File: src/rtl/sipo_ctrl_pkg.sv
// Shared definitions for the SIPO frame controller.
// Holds the controller state encoding and the bit-counter width helper.
package sipo_ctrl_pkg;

    // Controller states (2-bit encoding)
    typedef enum logic [1:0] {
        ST_IDLE   = 2'd0,
        ST_SHIFT  = 2'd1,
        ST_PARITY = 2'd2,
        ST_HOLD   = 2'd3
    } state_t;

    // Bits needed to count 0..w received data bits
    function automatic int unsigned cnt_width(input int unsigned w);
        return $clog2(w + 1);
    endfunction

endpackage

File: src/rtl/sipo_shift_reg.sv
// Serial-in/parallel-out shift register datapath.
// Ports:
//   CLK   - clock, rising edge
//   RESET - synchronous active-high clear
//   EN    - shift DIN in this cycle
//   DIN   - serial data bit
//   Q     - parallel register contents
// MSB_FIRST=1 shifts left (first bit ends at Q[WIDTH-1]); 0 shifts right.
module sipo_shift_reg #(
    parameter int unsigned WIDTH     = 4,
    parameter bit          MSB_FIRST = 1'b1
) (
    input  logic             CLK,
    input  logic             RESET,
    input  logic             EN,
    input  logic             DIN,
    output logic [WIDTH-1:0] Q
);

    generate
        if (WIDTH == 1) begin : g_one
            always_ff @(posedge CLK) begin
                if (RESET)   Q <= '0;
                else if (EN) Q <= DIN;
            end
        end else if (MSB_FIRST) begin : g_left
            always_ff @(posedge CLK) begin
                if (RESET)   Q <= '0;
                else if (EN) Q <= {Q[WIDTH-2:0], DIN};
            end
        end else begin : g_right
            always_ff @(posedge CLK) begin
                if (RESET)   Q <= '0;
                else if (EN) Q <= {DIN, Q[WIDTH-1:1]};
            end
        end
    endgenerate

endmodule

File: src/rtl/sipo_frame_ctrl.sv
// Fixed-length serial frame receiver: sequences a SIPO shift register and
// presents each completed word on DOUT with a VALID/READY handshake.
// Ports:
//   CLK, RESET     - clock and synchronous active-high reset
//   START, DIN     - frame start strobe (bit 0 on DIN same cycle), serial data
//   READY          - consumer accepts DOUT when VALID & READY
//   DOUT, VALID    - received word and its valid flag (registered)
//   BUSY           - frame reception in progress
//   OVERRUN        - sticky: a start was refused while a word was unconsumed
//   PAR_ERR        - even-parity error for the current DOUT
// Build option: define PARITY_CHECK_EN to receive one extra even-parity bit per
// frame; without it PAR_ERR stays 0 and frames are WIDTH bits long.
module sipo_frame_ctrl
    import sipo_ctrl_pkg::*;
#(
    parameter int unsigned WIDTH     = 4,
    parameter bit          MSB_FIRST = 1'b1
) (
    input  logic             CLK,
    input  logic             RESET,
    input  logic             START,
    input  logic             DIN,
    input  logic             READY,
    output logic [WIDTH-1:0] DOUT,
    output logic             VALID,
    output logic             BUSY,
    output logic             OVERRUN,
    output logic             PAR_ERR
);

    localparam int unsigned CW = cnt_width(WIDTH);
`ifdef PARITY_CHECK_EN
    localparam bit PAR_EN = 1'b1;
`else
    localparam bit PAR_EN = 1'b0;
`endif
    // State after capturing bit 0, and after the last data bit in SHIFT
    localparam state_t FIRST_ST = (WIDTH == 1) ? (PAR_EN ? ST_PARITY : ST_HOLD) : ST_SHIFT;
    localparam state_t DONE_ST  = PAR_EN ? ST_PARITY : ST_HOLD;

    state_t           state_q, state_nxt;
    logic [CW-1:0]    cnt_q, cnt_nxt;
    logic [WIDTH-1:0] q, word_c;
    logic [WIDTH-1:0] dout_nxt;
    logic             valid_nxt, busy_nxt, ovr_nxt, par_nxt;
    logic             en_c, start_ok_c, last_c;

    sipo_shift_reg #(
        .WIDTH     (WIDTH),
        .MSB_FIRST (MSB_FIRST)
    ) u_sr (
        .CLK   (CLK),
        .RESET (RESET),
        .EN    (en_c),
        .DIN   (DIN),
        .Q     (q)
    );

    // Word as it will look once the bit on DIN is shifted in
    generate
        if (WIDTH == 1) begin : g_w1
            assign word_c = DIN;
        end else if (MSB_FIRST) begin : g_wl
            assign word_c = {q[WIDTH-2:0], DIN};
        end else begin : g_wr
            assign word_c = {DIN, q[WIDTH-1:1]};
        end
    endgenerate

    // A new frame may start from IDLE, or from HOLD when the word is consumed
    assign start_ok_c = START && ((state_q == ST_IDLE) || ((state_q == ST_HOLD) && READY));
    assign last_c     = (cnt_q == CW'(WIDTH - 1));

    // State and output registers
    always_ff @(posedge CLK) begin
        if (RESET) begin
            state_q <= ST_IDLE;
            cnt_q   <= '0;
            DOUT    <= '0;
            VALID   <= 1'b0;
            BUSY    <= 1'b0;
            OVERRUN <= 1'b0;
            PAR_ERR <= 1'b0;
        end else begin
            state_q <= state_nxt;
            cnt_q   <= cnt_nxt;
            DOUT    <= dout_nxt;
            VALID   <= valid_nxt;
            BUSY    <= busy_nxt;
            OVERRUN <= ovr_nxt;
            PAR_ERR <= par_nxt;
        end
    end

    // Next-state logic
    always_comb begin
        state_nxt = state_q;
        case (state_q)
            ST_IDLE:   if (start_ok_c) state_nxt = FIRST_ST;
            ST_SHIFT:  if (last_c) state_nxt = DONE_ST;
            ST_PARITY: state_nxt = ST_HOLD;
            ST_HOLD: begin
                if (start_ok_c) state_nxt = FIRST_ST;
                else if (READY) state_nxt = ST_IDLE;
            end
            default:   state_nxt = ST_IDLE;
        endcase
    end

    // Datapath control and next values of the registered outputs
    always_comb begin
        en_c      = 1'b0;
        cnt_nxt   = cnt_q;
        dout_nxt  = DOUT;
        valid_nxt = VALID;
        ovr_nxt   = OVERRUN;
        par_nxt   = PAR_ERR;
        busy_nxt  = (state_nxt == ST_SHIFT) || (state_nxt == ST_PARITY);
        case (state_q)
            ST_IDLE, ST_HOLD: begin
                if (start_ok_c) begin
                    en_c      = 1'b1;
                    cnt_nxt   = CW'(1);
                    valid_nxt = 1'b0;
                    if (FIRST_ST == ST_HOLD) begin
                        dout_nxt  = word_c;
                        valid_nxt = 1'b1;
                    end
                end else if (state_q == ST_HOLD) begin
                    if (READY)      valid_nxt = 1'b0;
                    else if (START) ovr_nxt   = 1'b1;
                end
            end
            ST_SHIFT: begin
                en_c    = 1'b1;
                cnt_nxt = cnt_q + CW'(1);
                if (last_c) begin
                    cnt_nxt = '0;
                    if (!PAR_EN) begin
                        dout_nxt  = word_c;
                        valid_nxt = 1'b1;
                    end
                end
            end
            ST_PARITY: begin
                // Data is already complete in the shift register; DIN is the parity bit
                dout_nxt  = q;
                par_nxt   = ^{q, DIN};
                valid_nxt = 1'b1;
                cnt_nxt   = '0;
            end
            default: ;
        endcase
    end

endmodule

File: config.mk
export PLATFORM = sky130hd
export DESIGN_NAME = sipo_frame_ctrl
export DESIGN_NICKNAME = d
export VERILOG_FILES = /design/src/rtl/sipo_ctrl_pkg.sv /design/src/rtl/sipo_shift_reg.sv /design/src/rtl/sipo_frame_ctrl.sv
export SDC_FILE = /design/constraint.sdc
export NUM_CORES = 1
export LEC_CHECK = 0
export CAP_MARGIN = 10
export CORE_ASPECT_RATIO = 0.8
export CORE_MARGIN = 2
export CORE_UTILIZATION = 46
export DETAILED_ROUTE_END_ITERATION = 16
export PLACE_DENSITY = 0.72
export REMOVE_ABC_BUFFERS = 1
export SYNTH_ARGS = -nofsm -noshare
export SYNTH_HDL_FRONTEND = slang
export SYNTH_SLANG_ARGS = --single-unit
export TNS_END_PERCENT = 5
File: constraint.sdc
create_clock -name CLK -period 1.35 [get_ports CLK]
set_input_delay 0.27 -clock CLK [delete_from_list [all_inputs] [get_ports CLK]]
set_output_delay 0.27 -clock CLK [all_outputs]
set_load 0.1 [all_outputs]
==> reports/metrics.json, run 1 <==
{
  "critical_path": {
    "crit_path_end_kind": "register",
    "timing.critical_path.from_type": "register",
    "critPathBufInv": 2,
    "cp_cell_sequence": "inv_4 -> ha_4 -> a21o_4 -> a31oi_4 -> buf_6 -> o21ai_1 -> a21oi_1",
    "critical_path.reg2reg.startpoint": "state_q[1]",
    "startpoint": "state_q[1]",
    "timing.reg2reg.worst_path_depth": 7,
    "worstSetupEndpoint": "u_sr.Q[2]",
    "cp_num_cells": 7,
    "critical-path-slowest-cell": "dfxtp_4",
    "rrSetupSlack_ns": -0.18,
    "worst-endpoint-required_ns": 1.58,
    "critical_path_class": "register to register",
    "critical_path_peak_fanout": 4,
    "r2r_end": "u_sr.Q[2]",
    "cp.arrival_ns": 1.76,
    "max_stage_delay_ns": 0.40,
    "path_delay_family": "compound AO/OA/AOI/OAI gates"
  },
  "drt": {
    "antenna_violating_nets_post_route": 0,
    "drt-initial-drc-count": 27,
    "routedWlPerCell_um": 15.8,
    "vias": 820,
    "route.final.wire_length_mm": 2.47,
    "drt-pass1-iter-count": 4,
    "viasPerCell": 5.26,
    "drc": 0
  },
  "place": {
    "detailedPlacementHpwl_mm": 1.42,
    "place.gp.congestion": 0.785,
    "place_ws_ns": -0.310,
    "dpl_cell_area_um2": 1200,
    "port-buffer-count": 12
  },
  "timing": {
    "timing.final.hold_violations": 0,
    "tightestPinTransition_ns": 0.247,
    "rsz0062_at_grt": "yes",
    "layout_min_cycle_time_ns": 1.53,
    "postLayoutSetupSlackWorst_ns": -0.176,
    "setup_viol": 13,
    "fin_skew_ns": 0.00194,
    "timing.fmax_mhz": 655,
    "timing.slew.headroom": 0.835,
    "slew_violations": 0,
    "share_of_the_clock_period_used_by_the_worst_path_after_layout": 1.13
  },
  "hold_path": {
    "worstHoldPathType": "register to register"
  },
  "clocking": {
    "clock-root-buffer": "clkbuf_4",
    "path_clk_slew_ns": 0.10,
    "htreeDepth": 1,
    "worstSkewPairLatency_ns": 0.30,
    "numCtsBuffers": 3,
    "clockBufferDepth": 2,
    "tritoncts_clock_tree": "done",
    "cts.sinks": 17
  },
  "yosys": {
    "syn_area_per_cell_um2": 8.66,
    "netlist.top_cell.by_area": "dfxtp_1",
    "syn-cell-area_um2": 875,
    "synth.ff_latch_count": 17,
    "post_syn_instances": 101,
    "leading_post_synthesis_cells_by_cell_area": "dfxtp_1 (39%), ha_1 (8.6%), mux2i_1 (8.0%)",
    "share_of_the_synthesized_area_in_the_top_cell_type": 0.389,
    "synth-seq-area-share": 0.389,
    "netlist-cell-type-count": 29,
    "yosys_warnings": 0
  },
  "power_and_ir_drop": {
    "ir_drop_v": 0.000806,
    "power.share.switching": 0.343,
    "cellPowerDensity_nw_per_um2": 945,
    "power.net_switching_uw": 461,
    "power.static_leakage_nw": 0.524,
    "power.clock.fraction": 0.212,
    "seq_power_share": 0.421,
    "power_report.internal_total_uw": 882,
    "power.combinational.fraction": 0.368
  },
  "cells_and_area": {
    "post_route_cells_drive_above_1_share": 0.394,
    "num-fill-cells": 116,
    "areaGrowthSynthToFinish_pct": 62.5,
    "finish.net_count": 144,
    "post-route-util": 0.773,
    "final_area_um2": 1420,
    "antenna-diode-count": 0
  },
  "die": {
    "rows": 14,
    "die-width_um": 52.8,
    "fp.dieArea_um2": 2270,
    "initial_utilization": 0.476,
    "num_io_pins": 13,
    "die_y_um": 43,
    "core_area_um2": 1840
  },
  "flow_run": {
    "max-cap-violations": 0
  },
  "global_routing": {
    "grt_pass1_vias": 845,
    "grt_pass1_wl_mm": 3.88,
    "grt_antenna_before_repair": 0,
    "grt_max_degree": 18,
    "track_usage": 0.241,
    "gr-total-overflow": 0
  },
  "outcome": {
    "result_of_the_run": "finished with violations",
    "violations": "negative setup slack"
  }
}
## layout make-up
class	instances	area, um2	area share
sequential	17	350	0.246
clock buffer	4	26.3	0.0185
multi-input combinational	75	624	0.439
tap	24	30.0	0.0211
timing repair buffer	31	367	0.258
inverter	5	23.8	0.0167
## stage by stage
stage	hold slack, ns	power [mW]	TNS, ns	std cells
2_1_floorplan	0.339	0.796	-1.40	97
3_3_place_gp	0.480	0.940	-2.33	147
3_5_place_dp	0.488	0.955	-2.76	147
4_1_cts	0.517	1.30	-0.445	154
5_1_grt	0.542	1.40	-2.04	156
6_report	0.499	1.34	-1.15	156
## layout by cell type (no fill, tap or decap), types with 2 or more instances in the layout
master / n
buf_12: 9
mux2i_1: 7
buf_6: 3
clkdlybuf4s50_1: 4
dfxtp_4: 2
o21ai_2: 2
nor2_1: 15
a31oi_1: 2
inv_4: 2
ha_4: 5
a21oi_1: 9
o21ai_1: 4
dfxtp_1: 13
nand2_1: 6
buf_4: 15
xnor2_1: 4
inv_1: 3
dfxtp_2: 2
clkbuf_4: 3
## worst min path at each step
stage / slack, ns / from / end / cells past startpoint
final: 0.50 / cnt_q[1] / cnt_q[1] / 2
after global routing: 0.54 / cnt_q[1] / cnt_q[1] / 2
after CTS: 0.52 / cnt_q[2] / cnt_q[2] / 1
after detailed placement: 0.49 / cnt_q[2] / cnt_q[2] / 1
after global placement: 0.48 / cnt_q[1] / cnt_q[1] / 2
after floorplan: 0.34 / RESET / VALID / 1
## cells by family after synthesis
| kind of cell | synth area share |
|---|---|
| XOR/XNOR | 0.0501 |
| flip-flops | 0.389 |
| adder cells (fa/ha/maj) | 0.0858 |
| AND/OR/NAND/NOR | 0.136 |
| buffers and inverters | 0.0415 |
| multiplexers | 0.0959 |
| AO/OA/AOI/OAI | 0.202 |
## synthesized netlist by cell type
cell,number
a21boi_1,1
a21o_1,1
a21oi_1,10
a21oi_2,1
a31oi_1,2
a31oi_2,1
a32oi_1,1
buf_2,2
clkbuf_1,2
dfxtp_1,17
ha_1,6
inv_1,5
mux2i_1,7
mux2i_2,1
nand2_1,6
nand3_1,1
nor2_1,16
nor2b_1,3
nor3_1,1
nor3b_1,1
o211ai_1,1
o21a_1,1
o21ai_0,2
o21ai_1,4
o221ai_1,1
o22ai_1,1
o31a_1,1
xnor2_1,4
xor2_1,1
## flip-flops by register name, indices dropped and copies added (netlist names)
signal,count
cnt_q,3
PAR_ERR,1
DOUT,4
u_sr.Q,4
OVERRUN,1
BUSY,1
state_q,2
VALID,1
## power by group through the flow
| stage | clock network [mW] | registers [mW] | logic, mW |
|---|---|---|---|
| 2_1_floorplan | 0 | 0.627 | 0.169 |
| 3_3_place_gp | 0 | 0.567 | 0.373 |
| 3_5_place_dp | 0 | 0.570 | 0.386 |
| 4_1_cts | 0.288 | 0.559 | 0.455 |
| 5_1_grt | 0.307 | 0.568 | 0.527 |
| 6_report | 0.284 | 0.565 | 0.494 |
## worst reg2reg max path, stage by stage, from the launching register on
cell	delay [ns]
dfxtp_4	0.40
inv_4	0.07
ha_4	0.18
a21o_4	0.21
a31oi_4	0.23
buf_6	0.15
o21ai_1	0.07
a21oi_1	0.15
## layer usage
layer | track usage | up-vias | part of all wire
met2 | 0.390 | 13 | 0.52
met4 | 0.0974 | 0 | 0.0032
li1 | - | 407 | -
met3 | 0.0775 | 2 | 0.034
met5 | 0 | - | 0
met1 | 0.291 | 398 | 0.44
## repair_timing
| action | 4_1_cts | 5_1_grt |
|---|---|---|
| hold buffers | 0 | 0 |
| endpoints found under the hold margin | 0 | 0 |
| pin swaps | 8 | 4 |
| gates resized for setup | 25 | 12 |
| setup buffers | 3 | 2 |
| endpoints found under the setup margin | 16 | 15 |
Note: power is estimated with default switching activity, not from simulation.
==> run 2, diff against run 1 <==
--- a/config.mk
+++ b/config.mk
@@ -8,9 +8,10 @@
 export CAP_MARGIN = 10
 export CORE_ASPECT_RATIO = 0.8
 export CORE_MARGIN = 2
-export CORE_UTILIZATION = 46
+export CORE_UTILIZATION = 51
 export DETAILED_ROUTE_END_ITERATION = 16
-export PLACE_DENSITY = 0.72
+export MAX_ROUTING_LAYER = met4
+export PLACE_DENSITY_LB_ADDON = 0.25
 export REMOVE_ABC_BUFFERS = 1
 export SYNTH_ARGS = -nofsm -noshare
 export SYNTH_HDL_FRONTEND = slang
==> constraint.sdc (replaced) <==
create_clock -name CLK -period 1.6 [get_ports CLK]
set_input_delay 0.32 -clock CLK [delete_from_list [all_inputs] [get_ports CLK]]
set_output_delay 0.32 -clock CLK [all_outputs]
set_load 0.1 [all_outputs]
==> run 2 against run 1 <==
Critical path type unchanged. First-iteration DRC count fell by 41%. Global-route usage fell by 4.3 points. The flow now finishes without violations. Worst setup slack gained 0.26 ns. Largest cell class unchanged. Sequential share of layout area grew 4.2 points. Clock power is 20% lower. Wire length decreased by 28%. Cell count fell by 9.0%.
==> reports/metrics.json, run 2 (synthesized netlist as in run 1, its figures left out) <==
{
  "critical_path": {
    "critPathBufInv": 1,
    "rrSetupSlack_ns": 0.08,
    "critical_path_class": "register to register",
    "timing.reg2reg.worst_path_depth": 7,
    "cp.arrival_ns": 1.71,
    "timing.critical_path.from_type": "register",
    "crit_path_end_kind": "register",
    "worst-endpoint-required_ns": 1.79,
    "path_delay_family": "compound AO/OA/AOI/OAI gates",
    "critical_path_peak_fanout": 4,
    "critical-path-slowest-cell": "dfxtp_2",
    "cp_num_cells": 7,
    "cp_cell_sequence": "inv_1 -> ha_1 -> a21boi_1 -> o211ai_1 -> o31a_1 -> xor2_1 -> nor2_1",
    "max_stage_delay_ns": 0.37
  },
  "die": {
    "initial_utilization": 0.538,
    "core_area_um2": 1630,
    "fp.dieArea_um2": 2060,
    "rows": 13,
    "num_io_pins": 13,
    "die_y_um": 41.0,
    "die-width_um": 50.3
  },
  "clocking": {
    "htreeDepth": 1,
    "path_clk_slew_ns": 0.09,
    "numCtsBuffers": 3,
    "clock-root-buffer": "clkbuf_4",
    "tritoncts_clock_tree": "done",
    "ctsHoldBuffers": 0,
    "cts.sinks": 17,
    "clockBufferDepth": 2,
    "worstSkewPairLatency_ns": 0.29
  },
  "cells_and_area": {
    "post-route-util": 0.735,
    "areaGrowthSynthToFinish_pct": 36.8,
    "layout_top_registers": "DOUT x4, u_sr.Q x4, cnt_q x3",
    "final_area_um2": 1200,
    "finish.net_count": 132,
    "layout.cells.most_common_list": "dfxtp_1 (15), nor2_1 (15), a21oi_1 (10), buf_12 (8)",
    "antenna-diode-count": 0,
    "post_route_cells_drive_above_1_share": 0.225
  },
  "global_routing": {
    "grt.met2_usage": 0.342,
    "grt_use_met3": 0.0547,
    "grt_pass1_vias": 644,
    "gr-total-overflow": 0,
    "global_route_track_usage_on_met1": 0.225,
    "grt_max_degree": 18,
    "grt_pass1_wl_mm": 2.81,
    "busiest_layer": "met2",
    "grt_antenna_before_repair": 0,
    "track_usage": 0.198
  },
  "timing": {
    "slew_violations": 0,
    "timing.fmax_mhz": 658,
    "timing.slew.headroom": 0.812,
    "timing.final.hold_violations": 0,
    "layout_min_cycle_time_ns": 1.52,
    "setup_viol": 0,
    "tightestPinTransition_ns": 0.278,
    "rsz0062_at_grt": "yes",
    "share_of_the_clock_period_used_by_the_worst_path_after_layout": 0.949,
    "fin_skew_ns": 0.00573
  },
  "place": {
    "place.gp.congestion": 0.820,
    "dpl_cell_area_um2": 1140,
    "detailedPlacementHpwl_mm": 1.32,
    "port-buffer-count": 12
  },
  "hold_path": {
    "worstHoldPathType": "register to register",
    "min_path_cells": 2
  },
  "drt": {
    "route.final.wire_length_mm": 1.77,
    "drc": 0,
    "routedWlPerCell_um": 12.4,
    "antenna_violating_nets_post_route": 0,
    "vias": 738,
    "drt-pass1-iter-count": 4,
    "drt-initial-drc-count": 16,
    "viasPerCell": 5.20
  },
  "flow_run": {
    "max-cap-violations": 0
  },
  "power_and_ir_drop": {
    "total_power_mw": 1.01,
    "ir_drop_v": 0.000561,
    "cellPowerDensity_nw_per_um2": 848,
    "power.static_leakage_nw": 0.439
  },
  "outcome": {
    "result_of_the_run": "complete, no violations"
  }
}
==> run 2: area by class of cell <==
class                   instances  area [um2]
clock buffers                   4        26.3
multi-input cells              75         526
fillers                       117         430
inverters                       5        18.8
well taps                      22        27.5
flip-flops and latches         17         345
repair buffers                 19         253
==> run 2: final timing paths <==
check                  start  endpoint
setup / recovery  state_q[0]      BUSY
hold / removal      cnt_q[1]  cnt_q[1]
setup reg to reg  state_q[0]      BUSY
hold reg to reg     cnt_q[1]  cnt_q[1]
==> run 2: worst reg2reg max path, stage by stage (launching register included) <==
cell and delay [ns]:
dfxtp_2 0.37, inv_1 0.10, ha_1 0.22, a21boi_1 0.12, o211ai_1 0.18, o31a_1 0.20, xor2_1 0.16, nor2_1 0.06
==> run 2: per-layer routing <==
metal	share of wire	wire (um)
met4	0.020	36
met5	0	0
met1	0.44	779
met2	0.51	898
met3	0.028	50
==> run 2: where the power goes <==
group | switching, mW | total (mW) | internal (mW)
clock network | 0.129 | 0.226 | 0.0971
logic | 0.175 | 0.318 | 0.142
registers | 0.0257 | 0.471 | 0.445
total | 0.330 | 1.01 | 0.685
==> run 2: metrics by stage <==
step           cells  hold slack, ns  setup WS [ns]  setup TNS, ns
5_1_grt          142           0.527        -0.0534         -0.124
2_1_floorplan     97           0.389         0.0282              0
3_3_place_gp     138           0.478        -0.0197        -0.0197
3_5_place_dp     138           0.490        -0.0465         -0.160
6_report         142           0.502         0.0811              0
4_1_cts          142           0.513        0.00229              0
==> run 2: repair_timing <==
action	4_1_cts	5_1_grt
gates resized for setup	0	9
setup endpoints to repair	0	15
buffers inserted	0	0
hold endpoints to repair	0	0
==> run 3, diff against run 2 <==
--- a/config.mk
+++ b/config.mk
@@ -5,12 +5,12 @@
 export SDC_FILE = /design/constraint.sdc
 export NUM_CORES = 1
 export LEC_CHECK = 0
+export ABC_AREA = 1
 export CAP_MARGIN = 10
 export CORE_ASPECT_RATIO = 0.8
-export CORE_MARGIN = 2
-export CORE_UTILIZATION = 51
+export CORE_MARGIN = 1
+export CORE_UTILIZATION = 53
 export DETAILED_ROUTE_END_ITERATION = 16
-export MAX_ROUTING_LAYER = met4
 export PLACE_DENSITY_LB_ADDON = 0.25
 export REMOVE_ABC_BUFFERS = 1
 export SYNTH_ARGS = -nofsm -noshare
==> run 3 against run 2 <==
Flip-flop and latch count unchanged. Clock-buffer cell count down 1. Final area up 2.3%. Critical endpoint is now u_sr.Q[0]. Non-clock buffer count down 5. Clock skew up 0.0026 ns. Sequential power up 11%. Largest power group is now combinational logic.
==> reports/metrics.json, run 3 <==
{
  "outcome": {
    "result_of_the_run": "complete, no violations"
  },
  "place": {
    "detailedPlacementHpwl_mm": 1.51,
    "port-buffer-count": 12,
    "place.gp.congestion": 0.834,
    "place_inst": 174
  },
  "yosys": {
    "synth-seq-area-share": 0.353,
    "synth_compound_area_frac": 0.108,
    "yosys-mux-area-fraction": 0,
    "syn_area_per_cell_um2": 6.89,
    "synth_flop_cell": "dfxtp_1",
    "share_of_the_synthesized_area_in_the_top_cell_type": 0.353,
    "netlist.top_cell.by_area": "dfxtp_1",
    "synth-edff-count": 0,
    "yosys_warnings": 0,
    "yosysMostFrequentCell": "nand2_1",
    "yosys.area_share.simple": 0.346,
    "postSynth.asyncResetShare": 0,
    "leading_post_synthesis_cells_by_cell_area": "dfxtp_1 (35%), nand2_1 (11%), inv_1 (8.2%)",
    "main_combinational_cell_family_by_area_after_synthesis": "simple AND/OR/NAND/NOR gates",
    "synth_fa_ha_area_frac": 0.0778,
    "post_syn_instances": 140,
    "syn-cell-area_um2": 965,
    "netlist-cell-type-count": 20,
    "synth.ff_latch_count": 17,
    "synth-xor-area-share": 0.00908,
    "post_synth_most_frequent_cells": "nand2_1 (29), inv_1 (21), dfxtp_1 (17), nor2_1 (16)"
  },
  "drt": {
    "vias": 878,
    "drc": 0,
    "routedWlPerCell_um": 10.3,
    "antenna_violating_nets_post_route": 0,
    "drt-pass1-iter-count": 4,
    "route.final.wire_length_mm": 1.84,
    "viasPerCell": 4.93,
    "drt-initial-drc-count": 11
  },
  "timing": {
    "fin_skew_ns": 0.00829,
    "timing.fmax_mhz": 688,
    "final.setup.tns_ns": 0,
    "rsz0062_at_grt": "no",
    "share_of_the_clock_period_used_by_the_worst_path_after_layout": 0.909,
    "timing.slew.headroom": 0.767,
    "layout_min_cycle_time_ns": 1.45,
    "timing.final.hold_violations": 0,
    "setup_viol": 0,
    "slew_violations": 0,
    "tightestPinTransition_ns": 0.350
  },
  "cells_and_area": {
    "layout.cells.most_common_list": "nand2_1 (29), inv_1 (20), dfxtp_1 (16), nor2_1 (16)",
    "final_common_cell": "nand2_1",
    "areaGrowthSynthToFinish_pct": 26.8,
    "seq_area_um2": 342,
    "multi_input_comb_area_um2": 522,
    "layout_top_registers": "DOUT x4, u_sr.Q x4, cnt_q x3",
    "post_route_cells_drive_above_1_share": 0.212,
    "finish.net_count": 168,
    "fin_cells": 178,
    "antenna-diode-count": 0,
    "num-fill-cells": 131
  },
  "critical_path": {
    "worst-endpoint-required_ns": 1.79,
    "critical_path_peak_fanout": 8,
    "cp.arrival_ns": 1.65,
    "crit_path_end_kind": "register",
    "critical_path_class": "register to register",
    "timing.critical_path.from_type": "register"
  },
  "power_and_ir_drop": {
    "total_power_mw": 1.30,
    "power.static_leakage_nw": 0.580,
    "cellPowerDensity_nw_per_um2": 1070,
    "ir_drop_v": 0.000882
  },
  "clocking": {
    "ctsHoldBuffers": 0,
    "htreeDepth": 1,
    "clock-root-buffer": "clkbuf_4",
    "tritoncts_clock_tree": "done",
    "clockBufferDepth": 2,
    "numCtsBuffers": 3,
    "post_cts.repair.setup_buffers": 0,
    "worstSkewPairLatency_ns": 0.30,
    "cts.sinks": 17,
    "cts_resized": 0,
    "path_clk_slew_ns": 0.10
  },
  "die": {
    "die_y_um": 40.2,
    "rows": 13,
    "fp.dieArea_um2": 2000,
    "num_io_pins": 13,
    "die-width_um": 49.7,
    "core_area_um2": 1660,
    "initial_utilization": 0.581
  },
  "global_routing": {
    "grt_pass1_wl_mm": 3.14,
    "grt_antenna_before_repair": 0,
    "grt_max_degree": 13,
    "track_usage": 0.215,
    "gr-total-overflow": 0,
    "grt_pass1_vias": 732
  },
  "flow_run": {
    "max-cap-violations": 0
  },
  "hold_path": {
    "worstHoldPathType": "register to register"
  }
}
==> run 3: cell types whose count changed after synthesis, sizes merged, moves of 2 or more <==
cell,previous run,this run
inv,5,24
a21oi,11,9
mux2i,8,0
a31oi,3,0
nor2,16,18
nand2,6,37
nor2b,3,0
nand3,1,13
o21ai,6,11
xnor2,4,0
clkbuf,2,0
==> run 3: routing by layer <==
metal  share of wire  GRT usage
met1            0.45      0.264
met3           0.071     0.0720
met5               0          0
met4          0.0092     0.0571
met2            0.47      0.368
==> run 3: final cells by class <==
cell class                      count  share of cell area
Multi-Input combinational cell     97               0.426
Timing Repair Buffer               14               0.176
Clock inverter                      1             0.00409
Sequential cell                    17               0.279
Inverter                           24              0.0736
Tap cell                           22              0.0225
Clock buffer                        3              0.0184
==> run 3: worst max-delay path, cell delays in order, from the launching register on <==
cell	delay [ns]
dfxtp_1	0.39
inv_1	0.10
ha_1	0.37
inv_2	0.12
nand3_2	0.10
nand2_4	0.11
nand3_1	0.07
nand2_1	0.06
nor2_1	0.04
==> run 3: metrics by stage <==
step	instance area, um2	utilization	hold slack [ns]	setup WS (ns)
after detailed placement	1190	0.720	0.460	0.0563
after global routing	1220	0.738	0.503	0.0356
after floorplan	952	-	0.382	0.239
after CTS	1220	0.737	0.475	0.0904
after global placement	1190	0.720	0.442	0.152
final	1220	0.738	0.472	0.146
==> run 3: kinds of logic (layout without fill, tap and decap cells) <==
family	Yosys count	in the layout
and+or+nand+nor	70	70
buffers and inverters	26	42
AOI/OAI and AO/OA	20	20
DFF	17	17
adders and majority gates	6	6
xor gates and xnor gates	1	1
==> run 3: power breakdown <==
part | total, mW | internal [mW] | switching [mW] | leakage, nW
Clock | 0.232 | 0.0932 | 0.138 | 0.0177
Sequential | 0.525 | 0.474 | 0.0509 | 0.140
Combinational | 0.548 | 0.195 | 0.353 | 0.422
==> run 3: path summary, 6_finish.rpt <==
kind                   start   endpoint  slack [ns]  cells past startpoint
setup / recovery  state_q[0]  u_sr.Q[0]        0.15                      8
hold / removal      cnt_q[2]   cnt_q[2]        0.47                      2
setup reg to reg  state_q[0]  u_sr.Q[0]        0.15                      8
hold reg to reg     cnt_q[2]   cnt_q[2]        0.47                      2
